### src/rtl/jump_addr_sequencer.sv
// jump_addr_sequencer
// Clocked sequencer for the two-byte GOTO/CALL address load: fetch the high
// byte into J1 and the low byte into J2, then gate J1:J2 onto the address bus
// and load the program counter.
// Optional feature macro: JUMP_COND_EN adds the cond_ok input. When cond_ok is
// low in the final LD2 cycle, the transfer is skipped and done reports taken=0.
// All outputs are registered. They are decoded from the next state, so each
// output lines up with the state it belongs to.
module jump_addr_sequencer #(
    parameter int SETTLE_CYCLES = 2,
    parameter int ACK_TIMEOUT   = 15
) (
    input  logic clk,
    input  logic rst_n,
    input  logic start,
    input  logic mem_ack,
`ifdef JUMP_COND_EN
    input  logic cond_ok,
`endif
    output logic mem_req,
    output logic inc_pc,
    output logic ld_j1,
    output logic ld_j2,
    output logic sel_j,
    output logic ld_pc,
    output logic busy,
    output logic done,
    output logic taken,
    output logic err
);

    localparam int SW = (SETTLE_CYCLES < 1) ? 1 : $clog2(SETTLE_CYCLES + 1);
    localparam int WW = (ACK_TIMEOUT < 1) ? 1 : $clog2(ACK_TIMEOUT + 1);

    // Last count value of a settle window and of an ack wait window.
    localparam logic [SW-1:0] SETTLE_LAST = SW'(SETTLE_CYCLES - 1);
    localparam logic [WW-1:0] WAIT_LAST   = WW'(ACK_TIMEOUT - 1);

    typedef enum logic [2:0] {
        S_IDLE = 3'd0,
        S_RD1  = 3'd1,
        S_LD1  = 3'd2,
        S_INC  = 3'd3,
        S_RD2  = 3'd4,
        S_LD2  = 3'd5,
        S_XFER = 3'd6,
        S_DONE = 3'd7
    } state_t;

    state_t        state_q, state_d;
    logic [SW-1:0] settle_q, settle_d;
    logic [WW-1:0] wait_q, wait_d;
    logic          taken_q, taken_d;
    logic          err_d;

    logic mem_req_q, inc_pc_q, ld_j1_q, ld_j2_q, sel_j_q, ld_pc_q;
    logic busy_q, done_q, taken_out_q, err_q;

    // Next-state, counter and condition-latch logic.
    always_comb begin
        state_d  = state_q;
        settle_d = settle_q;
        wait_d   = wait_q;
        taken_d  = taken_q;
        err_d    = 1'b0;
        case (state_q)
            S_IDLE: begin
                if (start) begin
                    state_d = S_RD1;
                end else begin
                    state_d = S_IDLE;
                end
            end
            S_RD1, S_RD2: begin
                if (mem_ack) begin
                    state_d = (state_q == S_RD1) ? S_LD1 : S_LD2;
                    wait_d  = {WW{1'b0}};
                end else if (wait_q >= WAIT_LAST) begin
                    // Compare with >= so the counter can never wrap.
                    state_d = S_IDLE;
                    wait_d  = {WW{1'b0}};
                    err_d   = 1'b1;
                end else begin
                    wait_d = wait_q + WW'(1);
                end
            end
            S_LD1: begin
                if (settle_q >= SETTLE_LAST) begin
                    state_d  = S_INC;
                    settle_d = {SW{1'b0}};
                end else begin
                    settle_d = settle_q + SW'(1);
                end
            end
            S_INC: begin
                state_d = S_RD2;
            end
            S_LD2: begin
                if (settle_q >= SETTLE_LAST) begin
                    settle_d = {SW{1'b0}};
`ifdef JUMP_COND_EN
                    // The condition is sampled once, in the final LD2 cycle.
                    taken_d = cond_ok;
                    state_d = cond_ok ? S_XFER : S_DONE;
`else
                    taken_d = 1'b1;
                    state_d = S_XFER;
`endif
                end else begin
                    settle_d = settle_q + SW'(1);
                end
            end
            S_XFER: begin
                if (settle_q >= SETTLE_LAST) begin
                    state_d  = S_DONE;
                    settle_d = {SW{1'b0}};
                end else begin
                    settle_d = settle_q + SW'(1);
                end
            end
            S_DONE: begin
                state_d = S_IDLE;
            end
            default: begin
                state_d  = S_IDLE;
                settle_d = {SW{1'b0}};
                wait_d   = {WW{1'b0}};
            end
        endcase
    end

    // State, counter and registered output update with synchronous reset.
    always_ff @(posedge clk) begin
        if (!rst_n) begin
            state_q     <= S_IDLE;
            settle_q    <= {SW{1'b0}};
            wait_q      <= {WW{1'b0}};
            taken_q     <= 1'b0;
            mem_req_q   <= 1'b0;
            inc_pc_q    <= 1'b0;
            ld_j1_q     <= 1'b0;
            ld_j2_q     <= 1'b0;
            sel_j_q     <= 1'b0;
            ld_pc_q     <= 1'b0;
            busy_q      <= 1'b0;
            done_q      <= 1'b0;
            taken_out_q <= 1'b0;
            err_q       <= 1'b0;
        end else begin
            state_q     <= state_d;
            settle_q    <= settle_d;
            wait_q      <= wait_d;
            taken_q     <= taken_d;
            // The bus stays requested through LD so the byte is held while J latches.
            mem_req_q   <= (state_d == S_RD1) || (state_d == S_LD1) ||
                           (state_d == S_RD2) || (state_d == S_LD2);
            inc_pc_q    <= (state_d == S_INC);
            ld_j1_q     <= (state_d == S_LD1);
            ld_j2_q     <= (state_d == S_LD2);
            sel_j_q     <= (state_d == S_XFER);
            ld_pc_q     <= (state_d == S_XFER) && (settle_d == SETTLE_LAST);
            busy_q      <= (state_d != S_IDLE);
            done_q      <= (state_d == S_DONE);
            taken_out_q <= (state_d == S_DONE) && taken_d;
            err_q       <= err_d;
        end
    end

    assign mem_req = mem_req_q;
    assign inc_pc  = inc_pc_q;
    assign ld_j1   = ld_j1_q;
    assign ld_j2   = ld_j2_q;
    assign sel_j   = sel_j_q;
    assign ld_pc   = ld_pc_q;
    assign busy    = busy_q;
    assign done    = done_q;
    assign taken   = taken_out_q;
    assign err     = err_q;

endmodule

### config.mk
export PLATFORM = sky130hd
export DESIGN_NAME = jump_addr_sequencer
export DESIGN_NICKNAME = d
export VERILOG_FILES = /design/src/rtl/jump_addr_sequencer.sv
export SDC_FILE = /design/constraint.sdc
export NUM_CORES = 1
export LEC_CHECK = 0
export BUFFER_PORTS_ARGS = -buffer_cell sky130_fd_sc_hd__buf_2
export CORE_MARGIN = 8
export CORE_UTILIZATION = 60
export CTS_BUF_LIST = sky130_fd_sc_hd__clkbuf_2
export DETAILED_ROUTE_END_ITERATION = 10
export PLACE_DENSITY = 0.95
export SKIP_LAST_GASP = 1
export SLEW_MARGIN = 0
export SYNTH_ARGS = -nofsm -noshare
export SYNTH_HDL_FRONTEND = slang
export SYNTH_SLANG_ARGS = --single-unit
### constraint.sdc
create_clock -name clk -period 2.9 [get_ports clk]
set_input_delay 0.145 -clock clk [delete_from_list [all_inputs] [get_ports clk]]
set_output_delay 0.145 -clock clk [all_outputs]
set_load 0.05 [all_outputs]
==> results of run 1 <==
## through the flow
stage               power (W)  setup slack, ns  cells
finish               0.000525            0.916    121
CTS                  0.000529            0.931    121
global route         0.000552            0.729    121
global placement     0.000416             1.07    117
floorplan            0.000401             1.17     91
detailed placement   0.000422            0.946    117
## worst paths after layout
| kind | end | slack, ns | from | depth (start not counted) |
|---|---|---|---|---|
| max | mem_req$_SDFF_PN0_ | 0.92 | wait_q[0]$_SDFFE_PN0P_ | 7 |
| min | err$_SDFF_PP0_ | 0.09 | mem_ack | 2 |
| max reg2reg | mem_req$_SDFF_PN0_ | 0.92 | wait_q[0]$_SDFFE_PN0P_ | 7 |
| min reg2reg | taken_q$_SDFF_PN0_ | 0.49 | taken_q$_SDFF_PN0_ | 2 |
## layout make-up
type / instances / area [um2]
Clock buffer: 3 / 15.0
Multi-Input combinational cell: 62 / 428
Inverter: 6 / 22.5
Fill cell: 116 / 482
Sequential cell: 20 / 400
Timing Repair Buffer: 13 / 65.1
Clock inverter: 1 / 3.75
Tap cell: 16 / 20.0
## state kept, by name, summed over array words and instances, names as in the netlist
name,flops
sel_j,1
busy,1
ld_pc,1
err,1
settle_q,2
taken,1
ld_j2,1
state_q,3
inc_pc,1
ld_j1,1
taken_q,1
done,1
mem_req,1
wait_q,4
## routing by layer
layer	GRT usage (%)	vias up
li1	-	342
met3	2.99	2
met4	3.69	0
met5	0	-
met2	24.0	27
met1	15.2	323
## layout by cell type (no fill, tap or decap), drive strengths merged, types with 2 or more instances in the layout
master	n
a21oi	2
buf	13
mux2i	3
dfxtp	20
o21a	3
nor2b	3
ha	4
nor4	2
nand3	2
inv	6
nor2	14
xnor2	2
nor3b	2
nand2	6
clkbuf	3
nor3	2
o21ai	3
## logic make-up (layout without fill, tap and decap cells)
kind of cell	count (synthesis)	after routing	share of synthesized area [%]
AND/OR/NAND/NOR	34	34	20.2
flip-flops	20	20	45.6
multiplexers	4	4	4.70
XOR/XNOR	3	3	2.99
adder cells (fa/ha/maj)	4	4	5.70
AO/OA/AOI/OAI	17	17	15.1
buffers and inverters	9	23	5.70
## power by group
group | switching [W] | internal, W | total, W
clock | 0.0000778 | 0.0000300 | 0.000108
sequential | 0.0000188 | 0.000290 | 0.000309
combinational | 0.0000676 | 0.0000400 | 0.000108
==> impl_metrics.tcl, run 1 <==
set metrics [dict create \
    critPathKind "flip-flop to flip-flop" \
    finalHoldViolations 0 \
    clock_sinks 20 \
    met2RoutedLength_um 889 \
    num_vias 694 \
    leakage_nw 0.430 \
    rows 14 \
    crit_required_ns 3.11 \
    critical_path.cell_chain "inv_1, ha_1, o211a_1, nor4_1, o22ai_2, nand2_1, mux2_2" \
    crit_arrival_ns 2.20 \
    finalWeightedCongestion 0.863 \
    startpoint_type "flip-flop" \
    final_util_pct 66.5 \
    synthTopCellsByArea "dfxtp_1 46%, ha_1 5.7%, nor2_1 5.6%" \
    dp_hpwl_um 1300 \
    route.met3.wl_um 110 \
    cp_top_family "simple AND/OR/NAND/NOR gates" \
    endpoint_kind "flip-flop" \
    clk_latency_ns 0.29 \
    clk_path_buf_depth 2 \
    first_pass_iters 6 \
    hold_path_class "input port to flip-flop" \
    num_antenna_cells 0 \
    cts_buffers 3 \
    cts_hold_buf 0 \
    synth_top_flop_cell "dfxtp_1" \
    yosysTopAreaCell "dfxtp_1" \
    io_buffers 13 \
    coreArea_um2 1440 \
    area_growth_pct 8.69 \
    worst_path_max_delay_cell "dfxtp_1" \
    die_area_um2 2940 \
    rsz0062_at_grt "no" \
    cts_root_buf "clkbuf_2" \
    fin_area_um2 955 \
    syn_nets 99 \
    tritoncts "done" \
    synth_edf_count 0 \
    tightestPinTransition_ns 0.489 \
    ir_drop_mv 0.360 \
    synthArstFlopShare_pct 0 \
    die_h_um 54.3 \
    postSynthCellCount 91 \
    fin_nets 114 \
    ys_ff_latch 20 \
    grt_pass1_vias 664 \
    first_iter_violations 17 \
    critPathMaxFanout 5 \
    slowest_delay_ns 0.42 \
    setup_tns_ns 0 \
    top_layer "met4" \
    yosysWarnings 0 \
    drv_cap 0 \
    wl_met1_um 717 \
    drc 0 \
    totalWireLength_um 1730 \
    antenna_found_initial 0 \
    skew_ns 0.00584 \
    avgRoutedWirePerCell_um 14.3 \
    dieWidth_um 54.3 \
    grt_max_degree 14 \
    setup_viol 0 \
    vias_per_cell 5.74 \
    synth_most_common_cell "dfxtp_1" \
    post_cts_buffers 0 \
    synth-seq-area-share_pct 45.6 \
    globalRouteTotalUtil_pct 13.3 \
    syn_avg_cell_area_um2 9.65 \
    synth.cells.most_frequent "20 x dfxtp_1, 13 x nor2_1, 5 x inv_1, 5 x nand2_1, 4 x ha_1" \
    maxSlewViolCount 0 \
    start_util_pct 61.1 \
    fin_crit_sh_pct 68.4 \
    clk_pin_slew_ns 0.18 \
    syn-cell-area_um2 878 \
    globalRouteOverflowTotal 0 \
    io_pins 14 \
    fin_crit_ns 1.98 \
    cts_resized 0 \
    worst-path-buf-inv 1 \
    drive_gt1_share_pct 23.8 \
    status "complete, no violations" \
    powerDensity_nw_per_um2 550 \
    dpl-instance-area_um2 936 \
    synth_top_area_share_pct 45.6 \
    synth_cell_types 37 \
    hold_slack_ns 0.0862 \
    ant_nets 0 \
    maxSlewHeadroom_pct 67.4 \
    fmax_mhz 504 \
    grt_pass1_wl_um 2980 \
    htree_levels 1 \
]
Note: power is estimated with default switching activity, not from simulation.
==> run 2, diff against run 1 <==
--- a/config.mk
+++ b/config.mk
@@ -7,10 +7,10 @@
 export LEC_CHECK = 0
 export BUFFER_PORTS_ARGS = -buffer_cell sky130_fd_sc_hd__buf_2
 export CORE_MARGIN = 8
-export CORE_UTILIZATION = 60
+export CORE_UTILIZATION = 51
 export CTS_BUF_LIST = sky130_fd_sc_hd__clkbuf_2
 export DETAILED_ROUTE_END_ITERATION = 10
-export PLACE_DENSITY = 0.95
+export PLACE_DENSITY = 0.87
 export SKIP_LAST_GASP = 1
 export SLEW_MARGIN = 0
 export SYNTH_ARGS = -nofsm -noshare
==> constraint.sdc (replaced) <==
create_clock -name clk -period 1.8 [get_ports clk]
set_input_delay 0.09 -clock clk [delete_from_list [all_inputs] [get_ports clk]]
set_output_delay 0.09 -clock clk [all_outputs]
set_load 0.05 [all_outputs]
==> impl_metrics.tcl, run 2 (synthesized netlist as in run 1, its figures left out) <==
set metrics [dict create \
    status "complete, no violations" \
    skew_ns 0.00660 \
    fin_crit_sh_pct 97.7 \
    fin_crit_ns 1.76 \
    fmax_mhz 569 \
    finalHoldViolations 0 \
    vias_per_cell 5.53 \
    drc 0 \
    min_from "start" \
    drive_gt1_share_pct 39.3 \
    final_common_cell "dfxtp_1" \
    finalWeightedCongestion 0.850 \
    ir_drop_mv 0.703 \
    final_util_pct 68.1 \
    min_to "inc_pc$_SDFF_PN0_" \
    maxSlewViolCount 0 \
    critPathKind "flip-flop to flip-flop" \
    area_growth_pct 29.5 \
    io_pins 14 \
    cp_top_family "compound AO/OA/AOI/OAI gates" \
    rrSetupSlack_ns 0.04 \
    rr_worst_depth 7 \
    hold_path_class "input port to flip-flop" \
    fin_nets 126 \
    tritoncts "done" \
    critPathMaxFanout 5 \
    top_regs "wait_q: 4 flops, state_q: 3 flops, settle_q: 2 flops" \
    slowest_delay_ns 0.38 \
    first_iter_violations 22 \
    coreArea_um2 1670 \
    num_vias 741 \
    io_buffers 13 \
    die_h_um 57.5 \
    start_util_pct 52.6 \
    maxSlewHeadroom_pct 76.1 \
    startpoint_type "flip-flop" \
    cts_buffers 3 \
    endpoint_kind "flip-flop" \
    setup_viol 0 \
    worst_path_max_delay_cell "dfxtp_2" \
    leakage_nw 0.515 \
    num_antenna_cells 0 \
    clk_latency_ns 0.33 \
    rows 15 \
    whs_path_depth 5 \
    antenna_found_initial 0 \
    drv_cap 0 \
    dp_hpwl_um 1380 \
    crit_arrival_ns 2.01 \
    ant_nets 0 \
    rsz0062_at_grt "yes" \
    avgRoutedWirePerCell_um 15.0 \
    globalRouteTotalUtil_pct 12.2 \
    globalRouteOverflowTotal 0 \
    regMostFlops "wait_q" \
    fill_cells 117 \
    clock_sinks 20 \
    hold_slack_ns 0.445 \
    first_pass_iters 4 \
    layout_common_cells "17 x dfxtp_1, 13 x nor2_1, 13 x buf_2, 10 x buf_4, 5 x nand2_1" \
    grt_pass1_wl_um 3120 \
    clk_path_buf_depth 2 \
    largest_register_ffs 4 \
    worst-path-buf-inv 1 \
    cts_root_buf "clkbuf_2" \
    critical_path.cell_chain "inv_2, ha_4, o211a_4, nor4_4, o22ai_2, nand2_1, mux2_4" \
    rr_endpoint "mem_req$_SDFF_PN0_" \
    dieWidth_um 57.5 \
    grt_pass1_vias 713 \
    clk_pin_slew_ns 0.19 \
    die_area_um2 3310 \
    crit_required_ns 2.05 \
    grt_max_degree 13 \
    tightestPinTransition_ns 0.359 \
    htree_levels 1 \
    reg2reg_from "wait_q[0]$_SDFFE_PN0P_" \
    powerDensity_nw_per_um2 947 \
    totalWireLength_um 2010 \
    setup_tns_ns 0 \
]
## run 2: routing by layer
metal / global-route usage, % / wire length, um / vias to the layer above
li1: - / - / 365
met5: 0 / 0 / -
met1: 12.7 / 874 / 349
met3: 2.69 / 84 / 7
met2: 21.4 / 989 / 20
met4: 8.21 / 59 / 0
## run 2: how the worst max path moves through the flow
stage | start | to | cells after the start
final | wait_q[0]$_SDFFE_PN0P_ | mem_req$_SDFF_PN0_ | 7
after global routing | wait_q[0]$_SDFFE_PN0P_ | mem_req$_SDFF_PN0_ | 7
after CTS | wait_q[0]$_SDFFE_PN0P_ | mem_req$_SDFF_PN0_ | 7
after detailed placement | wait_q[0]$_SDFFE_PN0P_ | mem_req$_SDFF_PN0_ | 7
after global placement | wait_q[0]$_SDFFE_PN0P_ | mem_req$_SDFF_PN0_ | 7
after floorplan | wait_q[0]$_SDFFE_PN0P_ | mem_req$_SDFF_PN0_ | 7
## run 2: timing repair
item / CTS / global route
pin swaps: 2 / 6
setup endpoints to repair: 3 / 2
hold buffers: 1 / 1
resized for setup: 3 / 13
hold endpoints to repair: 1 / 1
setup buffers: 0 / 2
## run 2: power by group
group	internal, W	switching [W]
combinational	0.000110	0.000143
sequential	0.000468	0.0000180
clock	0.000192	0.000146
total	0.000770	0.000307
## run 2: worst register-to-register path, delay by kind of cell (launching register included)
kind | cells | cell delay, ns
AOI/OAI and AO/OA | 2 | 0.41
adders and majority gates | 1 | 0.15
buffers and inverters | 1 | 0.04
DFF | 1 | 0.38
muxes | 1 | 0.31
and+or+nand+nor | 2 | 0.39
## run 2: layout make-up
class	count	area, um2	area share [%]
clock buffers	3	15.0	1.32
repair buffers	25	160	14.1
clock inverters	1	30.0	2.64
well taps	17	21.3	1.87
inverters	6	22.5	1.98
flip-flops and latches	20	409	36.0
multi-input cells	62	479	42.1
## run 2: through the flow
step	worst slack [ns]	total power [W]	std cells	cell area [um2]
3_5_place_dp	-0.0924	0.000709	126	997
2_1_floorplan	0.0708	0.000646	91	878
6_report	0.0419	0.00108	134	1140
3_3_place_gp	0.0571	0.000697	126	997
5_1_grt	-0.0535	0.00112	134	1140
4_1_cts	0.00417	0.00105	131	1070
